`src/rtl/uart_program_loader.sv`:
```
// Boot loader: receives a length-prefixed program image over UART, writes it into BRAM,
// then hands the BRAM port to the core. Define LOADER_CHECKSUM_EN for a trailing XOR checksum byte.
module uart_program_loader #(
  parameter int CLK_PER_BIT = 868,
  parameter int ADDR_W      = 20
) (
  input  logic              clk,
  input  logic              rstn,
  input  logic              rxd,
  output logic              core_rstn,
  input  logic [31:0]       core_adr,
  input  logic [31:0]       core_writedata,
  input  logic              core_memwrite,
  output logic [31:0]       core_readdata,
  output logic [ADDR_W-1:0] addra,
  output logic              wea,
  output logic [31:0]       dina,
  input  logic [31:0]       douta,
  output logic              load_done,
  output logic              load_err
);

  // state     | meaning
  // RX_IDLE   | line idle, waiting for a low level
  // RX_START  | half-bit check that the start bit is real
  // RX_DATA   | sampling 8 data bits, LSB first
  // RX_STOP   | sampling the stop bit
  // LD_LEN    | collecting the 4-byte little-endian word count
  // LD_DATA   | collecting data words and writing them to BRAM
  // LD_CSUM   | waiting for the checksum byte (checksum build only)
  // LD_RUN    | core owns the BRAM port and runs
  // LD_HALT   | load aborted, core held in reset until rstn
  localparam logic [1:0] RX_IDLE  = 2'd0;
  localparam logic [1:0] RX_START = 2'd1;
  localparam logic [1:0] RX_DATA  = 2'd2;
  localparam logic [1:0] RX_STOP  = 2'd3;

  localparam logic [2:0] LD_LEN  = 3'd0;
  localparam logic [2:0] LD_DATA = 3'd1;
  localparam logic [2:0] LD_RUN  = 3'd3;
  localparam logic [2:0] LD_HALT = 3'd4;
`ifdef LOADER_CHECKSUM_EN
  localparam logic [2:0] LD_CSUM  = 3'd2;
  localparam logic [2:0] LD_FINAL = LD_CSUM;
`else
  localparam logic [2:0] LD_FINAL = LD_RUN;
`endif

  localparam int              CNT_W     = $clog2(CLK_PER_BIT);
  localparam logic [CNT_W-1:0] BIT_LAST  = CNT_W'(CLK_PER_BIT - 1);
  localparam logic [CNT_W-1:0] HALF_LAST = CNT_W'(CLK_PER_BIT / 2 - 1);
  localparam logic [32:0]     MAX_WORDS = 33'(1) << ADDR_W;
  localparam logic [ADDR_W:0] LAST_WORD = (ADDR_W + 1)'(1);

  logic             rx_meta, rx_sync;
  logic [1:0]       rx_state;
  logic [CNT_W-1:0] rx_cnt;
  logic [2:0]       rx_bits;
  logic [7:0]       rx_shift, rx_byte;
  logic             byte_valid, frame_err;

  logic [2:0]        ld_state;
  logic [1:0]        byte_cnt;
  logic [23:0]       assembly;
  logic [31:0]       rx_word;
  logic [ADDR_W-1:0] wp;
  logic [ADDR_W:0]   words_left;
  logic              wr_pend;
  logic [31:0]       wr_data;
`ifdef LOADER_CHECKSUM_EN
  logic [7:0]        csum;
`endif
  logic              unused_adr_bits;

  always_ff @(posedge clk) begin
    if (!rstn) begin
      rx_meta    <= 1'b1;
      rx_sync    <= 1'b1;
      rx_state   <= RX_IDLE;
      rx_cnt     <= '0;
      rx_bits    <= '0;
      rx_shift   <= '0;
      rx_byte    <= '0;
      byte_valid <= 1'b0;
      frame_err  <= 1'b0;
    end else begin
      rx_meta    <= rxd;
      rx_sync    <= rx_meta;
      byte_valid <= 1'b0;
      frame_err  <= 1'b0;
      case (rx_state)
        RX_IDLE: begin
          if (!rx_sync) begin
            rx_state <= RX_START;
            rx_cnt   <= HALF_LAST;
          end
        end
        RX_START: begin
          if (rx_cnt != '0) begin
            rx_cnt <= rx_cnt - 1'b1;
          end else if (!rx_sync) begin
            rx_state <= RX_DATA;
            rx_cnt   <= BIT_LAST;
            rx_bits  <= '0;
          end else begin
            rx_state <= RX_IDLE;
          end
        end
        RX_DATA: begin
          if (rx_cnt != '0) begin
            rx_cnt <= rx_cnt - 1'b1;
          end else begin
            rx_shift <= {rx_sync, rx_shift[7:1]};
            rx_cnt   <= BIT_LAST;
            rx_bits  <= rx_bits + 3'd1;
            if (rx_bits == 3'd7) rx_state <= RX_STOP;
          end
        end
        default: begin
          if (rx_cnt != '0) begin
            rx_cnt <= rx_cnt - 1'b1;
          end else begin
            rx_state <= RX_IDLE;
            if (rx_sync) begin
              byte_valid <= 1'b1;
              rx_byte    <= rx_shift;
            end else begin
              frame_err <= 1'b1;
            end
          end
        end
      endcase
    end
  end

  assign rx_word = {rx_byte, assembly};

  always_ff @(posedge clk) begin
    if (!rstn) begin
      ld_state   <= LD_LEN;
      byte_cnt   <= '0;
      assembly   <= '0;
      wp         <= '0;
      words_left <= '0;
      wr_pend    <= 1'b0;
      wr_data    <= '0;
      load_err   <= 1'b0;
      core_rstn  <= 1'b0;
`ifdef LOADER_CHECKSUM_EN
      csum       <= '0;
`endif
    end else begin
      wr_pend   <= 1'b0;
      core_rstn <= (ld_state == LD_RUN);
      if (frame_err) load_err <= 1'b1;

      // The write register is separate from the assembly register, so a byte
      // landing on a write cycle is still assembled normally.
      if (wr_pend) begin
        wp         <= wp + 1'b1;
        words_left <= words_left - 1'b1;
        if (words_left == LAST_WORD) ld_state <= LD_FINAL;
      end

      if (byte_valid && (ld_state == LD_LEN || ld_state == LD_DATA)) begin
        byte_cnt <= byte_cnt + 2'd1;
        assembly <= {rx_byte, assembly[23:8]};
`ifdef LOADER_CHECKSUM_EN
        csum     <= csum ^ rx_byte;
`endif
        if (byte_cnt == 2'd3) begin
          if (ld_state == LD_LEN) begin
            if (rx_word == '0) begin
              ld_state <= LD_FINAL;
            end else if ({1'b0, rx_word} > MAX_WORDS) begin
              load_err <= 1'b1;
              ld_state <= LD_HALT;
            end else begin
              ld_state   <= LD_DATA;
              wp         <= '0;
              words_left <= rx_word[ADDR_W:0];
            end
          end else begin
            wr_data <= rx_word;
            wr_pend <= 1'b1;
          end
        end
      end

`ifdef LOADER_CHECKSUM_EN
      if (byte_valid && ld_state == LD_CSUM) begin
        if (rx_byte == csum) begin
          ld_state <= LD_RUN;
        end else begin
          load_err <= 1'b1;
          ld_state <= LD_HALT;
        end
      end
`endif
    end
  end

  assign load_done     = (ld_state == LD_RUN);
  assign addra         = load_done ? core_adr[ADDR_W+1:2] : wp;
  assign dina          = load_done ? core_writedata : wr_data;
  assign wea           = load_done ? core_memwrite : wr_pend;
  assign core_readdata = douta;

  assign unused_adr_bits = ^{core_adr[31:ADDR_W+2], core_adr[1:0]};

endmodule

```
`config.mk`:
```
export PLATFORM = sky130hd
export DESIGN_NAME = uart_program_loader
export DESIGN_NICKNAME = d
export VERILOG_FILES = /design/src/rtl/uart_program_loader.sv
export SDC_FILE = /design/constraint.sdc
export NUM_CORES = 1
export LEC_CHECK = 0
export BUFFER_PORTS_ARGS = -buffer_cell sky130_fd_sc_hd__buf_2
export CAP_MARGIN = 20
export CORE_MARGIN = 5
export CORE_UTILIZATION = 35
export CTS_CLUSTER_SIZE = 40
export DETAILED_ROUTE_END_ITERATION = 8
export PLACE_DENSITY = 0.66
export SLEW_MARGIN = 25
export SYNTH_ARGS = -nofsm -noshare
export SYNTH_HDL_FRONTEND = slang
export SYNTH_SLANG_ARGS = --single-unit
```
`constraint.sdc`:
```
create_clock -name clk -period 3.8 [get_ports clk]
set_input_delay 0.76 -clock clk [delete_from_list [all_inputs] [get_ports clk]]
set_output_delay 0.76 -clock clk [all_outputs]
set_load 0.02 [all_outputs]
```
# [Word-level counts from Yosys, hierarchy flattened]
# Index checks and enable logic that the tools add are counted.
[classes] muxes=48 bitwise_logic=4 eq_ne=14 n_shift=0 div_mod_pow=0 n_reduce_logical=17 magnitude_cmp=1 mul=0 addsub=5
[op_table] operator="2-to-1 mux 20 bit" n=7
[op_table] operator="2-to-1 mux 21 bit" n=6
[op_table] operator="2-to-1 mux 10 bit" n=5
[op_table] operator="greater-than comparator 32 x 21 -> 1 bit (second input constant)" n=1
[op_table] operator="logical NOT 32 bit" n=1
[op_table] operator="2-to-1 mux 32 bit" n=1
[op_table] operator="2-to-1 mux 3 bit" n=10
[op_table] operator="one-hot mux 10 bit (3 select lines)" n=1
[op_table] operator="== test 21 x 1 -> 1 bit (second input constant)" n=1
[op_table] operator="subtractor 21 x 1 -> 21 bit (second input constant)" n=1
[op_table] operator="adder 20 x 1 -> 20 bit (second input constant)" n=1
[op_table] operator="2-to-1 mux 2 bit" n=6
[op_table] operator="AND reduction 3 bit" n=4
[op_table] operator="2-to-1 mux 1 bit" n=10
[op_table] operator="inequality test 2 bit (second input constant)" n=5
[op_table] operator="nonzero test 10 bit" n=1
[op_table] operator="subtractor 10 x 1 -> 10 bit (second input constant)" n=1
[op_table] operator="one-hot mux 2 bit (3 select lines)" n=1
[op_table] operator="one-hot mux 3 bit (2 select lines)" n=1
[op_table] operator="AND reduction 5 bit" n=1
[op_table] operator="OR reduction 5 bit" n=1
[op_table] operator="== test 2 bit (second input constant)" n=2
[op_table] operator="NOT 1 bit" n=4
[op_table] operator="AND reduction 4 bit" n=1
[op_table] operator="other kinds (16)" n=16
[totals] output_inout_bits=88 rom_bits=0 memories=0 ramBits=0 latch_bits=0 regBits=140

# [Logic depth before layout (Yosys ltp)]
[logic_depth] word_depth=7 ltp_mapped=9 depth_no_buf=7

# [Least setup slack after synthesis]
# No wires, ideal clock.
[synth_timing] kind="reg-to-output" start="register ld_state[0]" end="output port dina[22]" slack_ns=1.357 stages_incl_launch_ff=8 required_time_ns=3.040 arrival_time_ns=1.683 cell_sequence="dfxtp_1 > nand2_1 > or2_2 > clkbuf_1 > inv_2 > clkbuf_1 > nand2_1 > nand2_1"
[synth_between] elab_chain_len=2
[synth_rtl] item="start: declaration" line="62" rtl="logic [2:0] ld_state;"
[synth_rtl] item="start signal: assignment" line="140" rtl="ld_state <= LD_LEN;"
[synth_rtl] item="start signal: assignment" line="162" rtl="if (words_left == LAST_WORD) ld_state <= LD_FINAL;"
[synth_rtl] item="start signal: assignment" line="174" rtl="ld_state <= LD_FINAL;"
[synth_rtl] item="== test 3 x 2 -> 1 bit" line="203" rtl="assign load_done = (ld_state == LD_RUN);"
[synth_rtl] item="net load_done" line="19" rtl="output logic load_done,"
[synth_rtl] item="2-to-1 mux 32 bit" line="205" rtl="assign dina = load_done ? core_writedata : wr_data;"
[synth_rtl] item="end: declaration" line="17" rtl="output logic [31:0] dina,"
# The timed path passes the listed nets, and every way through them passes these cells.

# [Worst setup path in the final report]
[layout_timing] start="register ld_state[0]" end="output port addra[5]"
[layout_between] elab_chain_len=2
[layout_rtl] item="== test 3 x 2 -> 1 bit" line="203"
[layout_rtl] item="2-to-1 mux 20 bit" line="204" rtl="assign addra = load_done ? core_adr[ADDR_W+1:2] : wp;"
[layout_rtl] item="end: declaration" line="15" rtl="output logic [ADDR_W-1:0] addra,"
# No other way between the ends.

==> out/metrics.csv <==
stage;metric;value;unit
worst_setup_path;Setup CP Type;flip-flop to output pin;
placement;GPL Wtd Cong;0.8062;
route;WL per Instance;13.09;microns
layout;synthesis-to-finish area growth;16.14;%
worst_setup_path;Critical Path RT;3.04;ns
die;io pins;188;
sta;final-report hold violation count;0;
sta;final setup fails;0;
die;Core Box Area;0.01959;sq mm
sta;worst hold slack;0.4098;ns
sta;clock skew;0.01074;ns
status;status;complete, no violations;
power;Worst VDD drop;451.1;uV
power;P per Cell Area;483.3;mW/mm^2
sta;final worst path period need;3.007;ns
worst_setup_path;Arr. time, crit path;2.25;ns
layout;most common cell after layout, fill and taps aside;nand2_1;
cts;CTS resizes;0;
route;DRT Wirelength;16480;microns
synth;ys flop type;dfxtp_1;
synth;Mapped Cells;931;
global_route;gr usage total;0.1407;
sta;setup ws final;0.7930;ns
die;starting density of the core;0.3570;
sta;unrepaired setup endpoints after global routing;false;
cts;Max Root-Sink Buffers;2;
worst_setup_path;CP endpoint kind;output pin;
worst_setup_path;CP cell instances;nand2_1, or2_2, inv_2, nand2_1, o21ai_0, buf_2;
route;initial DRC count;330;
synth;syn nets;1043;
worst_setup_path;slowest stage delay, CP;0.61;ns
cts;Clock Latency Late Sink;0.42;ns
synth;number of synthesized flops with an enable pin;0;
cts;CTS tree;built;
synth;FF+latch count, synth;140;
layout;commonest cells after routing, fill and taps aside;nand2_1, dfxtp_1, buf_2, a21oi_1, nor2_1;
cts;CTS Buf Count;17;
synth;post-synthesis sequential area ratio;0.4007;
placement;Setup WS pre-CTS;1.152;ns
hold_path;worst hold path type;flip-flop to flip-flop;
cts;cts hold-fix bufs;0;
route;post-route ant nets;0;
die;total die area;0.02291;sq mm
layout;Fill cells;1973;
sta;Pins Over Slew Limit;0;
global_route;initial antenna violation count;0;
worst_setup_path;Setup crit start kind;flip-flop;
layout;layout cells sized above 1;0.1751;
placement;post-DP HPWL;11170;microns
global_route;vias in the first global route;5485;
cts;CTS sink cnt;140;
synth;asr flop ratio synth;0;
placement;Placed Area;0.007498;sq mm
layout;Ant. Diodes;0;
power;total power;3.926;mW
route;drc violations;0;
placement;I/O Buffers;111;
layout;layout net count;1093;
worst_setup_path;Crit Path Max Fanout;55;
sta;Slew @ Worst Pin;0.8608;ns
placement;dpl cells;1227;
sta;Setup TNS;0;ns
layout;post-route non-filler standard cell count;1259;
worst_setup_path;Critical-path top delay cell;inv_2;
job;max-cap viol count;0;
route;vias per cell;4.949;
global_route;first-pass GRT wire length;26340;microns
synth;Synth cell types;62;
layout;fin area;0.008123;sq mm
worst_setup_path;Crit path top cell by count;nand2_1;
synth;post-synthesis cell area;0.006994;sq mm
route;drt first pass iters;7;
sta;f_max;0.3326;GHz
layout;fin util;0.4146;
global_route;largest net degree at the start of global routing;60;
cts;setup repair bufs after CTS;0;
sta;Rel. slew slack;0.4183;
synth;Synth warnings;0;
cts;CTS clk-pin slew, worst paths;0.06;ns
die;Die W;151.4;microns
worst_setup_path;crit-path leading delay family;buffers and inverters;
cts;H-tree Lvls;4;
sta;final worst path period share;0.7913;
global_route;gr ovfl total;0;
worst_setup_path;WP buf/inv;2;
die;Die Height;151.4;microns
synth;Avg Inst Size Synth;7.513;sq um
cts;root buffer cell;clkbuf_16;
die;# rows;51;
power;static leakage;3.296;nW
route;vias post-DR;6231;
==> worst register-to-register path: cells and delay by family, from the launching register on <==
family           cells  cell delay, ns
AND/OR/NAND/NOR      3            1.48
AO/OA/AOI/OAI        2            0.82
flip-flops           1            0.36
==> where the power goes <==
part	switching (mW)	internal, mW	leakage, nW
combinational	0.391	0.225	1.87
clock	0.644	1.10	0.302
sequential	0.0504	1.51	1.13
==> kinds of logic (layout without fill, tap and decap cells) <==
family / after synthesis / count (layout) / share of synthesized area
buffers and inverters: 99 / 162 / 0.07281
muxes: 15 / 15 / 0.02147
xor gates and xnor gates: 37 / 37 / 0.04633
adders and majority gates: 12 / 12 / 0.02147
AOI/OAI and AO/OA: 141 / 141 / 0.1233
DFF: 140 / 140 / 0.4007
and+or+nand+nor: 487 / 487 / 0.3140
==> synth_stat cells (8+ instances only) <==
master      n  area (sq um)
nor2_1     54         202.7
buf_2       8         40.04
nand2_1   306          1149
nand3_1    19         95.09
xnor2_1    19         166.4
xor2_1     18         157.7
inv_1       9         33.78
ha_1       12         150.1
nor4_1     29         181.4
mux2i_1    15         150.1
dfxtp_1   140          2803
buf_4      32         240.2
nor3_1     16         80.08
a211oi_2    8         100.1
clkbuf_1   46         172.7
a21oi_1    85         425.4
nand4_1     9         56.30
o21ai_0    12         60.06
==> sequential cells by signal (all words and copies together) (netlist names), 2 cells and up <==
name        flops
rx_bits         3
wr_data        32
wp             20
rx_state        2
rx_shift        8
assembly       24
byte_cnt        2
ld_state        3
words_left     21
rx_cnt         10
rx_byte         8
==> final timing paths <==
kind / start / slack [ns] / cells past startpoint / end
max: ld_state[0] / 0.79 / 6 / addra[5]
min: rx_meta / 0.41 / 1 / rx_sync
max reg2reg: assembly[15] / 1.05 / 5 / words_left[4]
min reg2reg: rx_meta / 0.41 / 1 / rx_sync
==> per-layer routing <==
layer | up-vias | wire length, microns | global-route usage
met5 | - | 0 | 0
met4 | 0 | 200 | 0.04170
met3 | 20 | 1066 | 0.03890
met2 | 154 | 7449 | 0.2236
met1 | 2846 | 7766 | 0.1865
li1 | 3211 | - | -
==> final cells by class <==
| cell class | count | area (sq um) | share of cell area |
|---|---|---|---|
| clock buffer | 19 | 432.9 | 0.05330 |
| clock inverter | 13 | 190.2 | 0.02341 |
| inverter | 11 | 42.54 | 0.005237 |
| multi-input combinational | 692 | 3695 | 0.4549 |
| sequential | 140 | 2803 | 0.3450 |
| tap | 265 | 331.6 | 0.04082 |
| timing repair buffer | 119 | 628.1 | 0.07733 |
No activity file was read; power rests on OpenSTA's default activity.
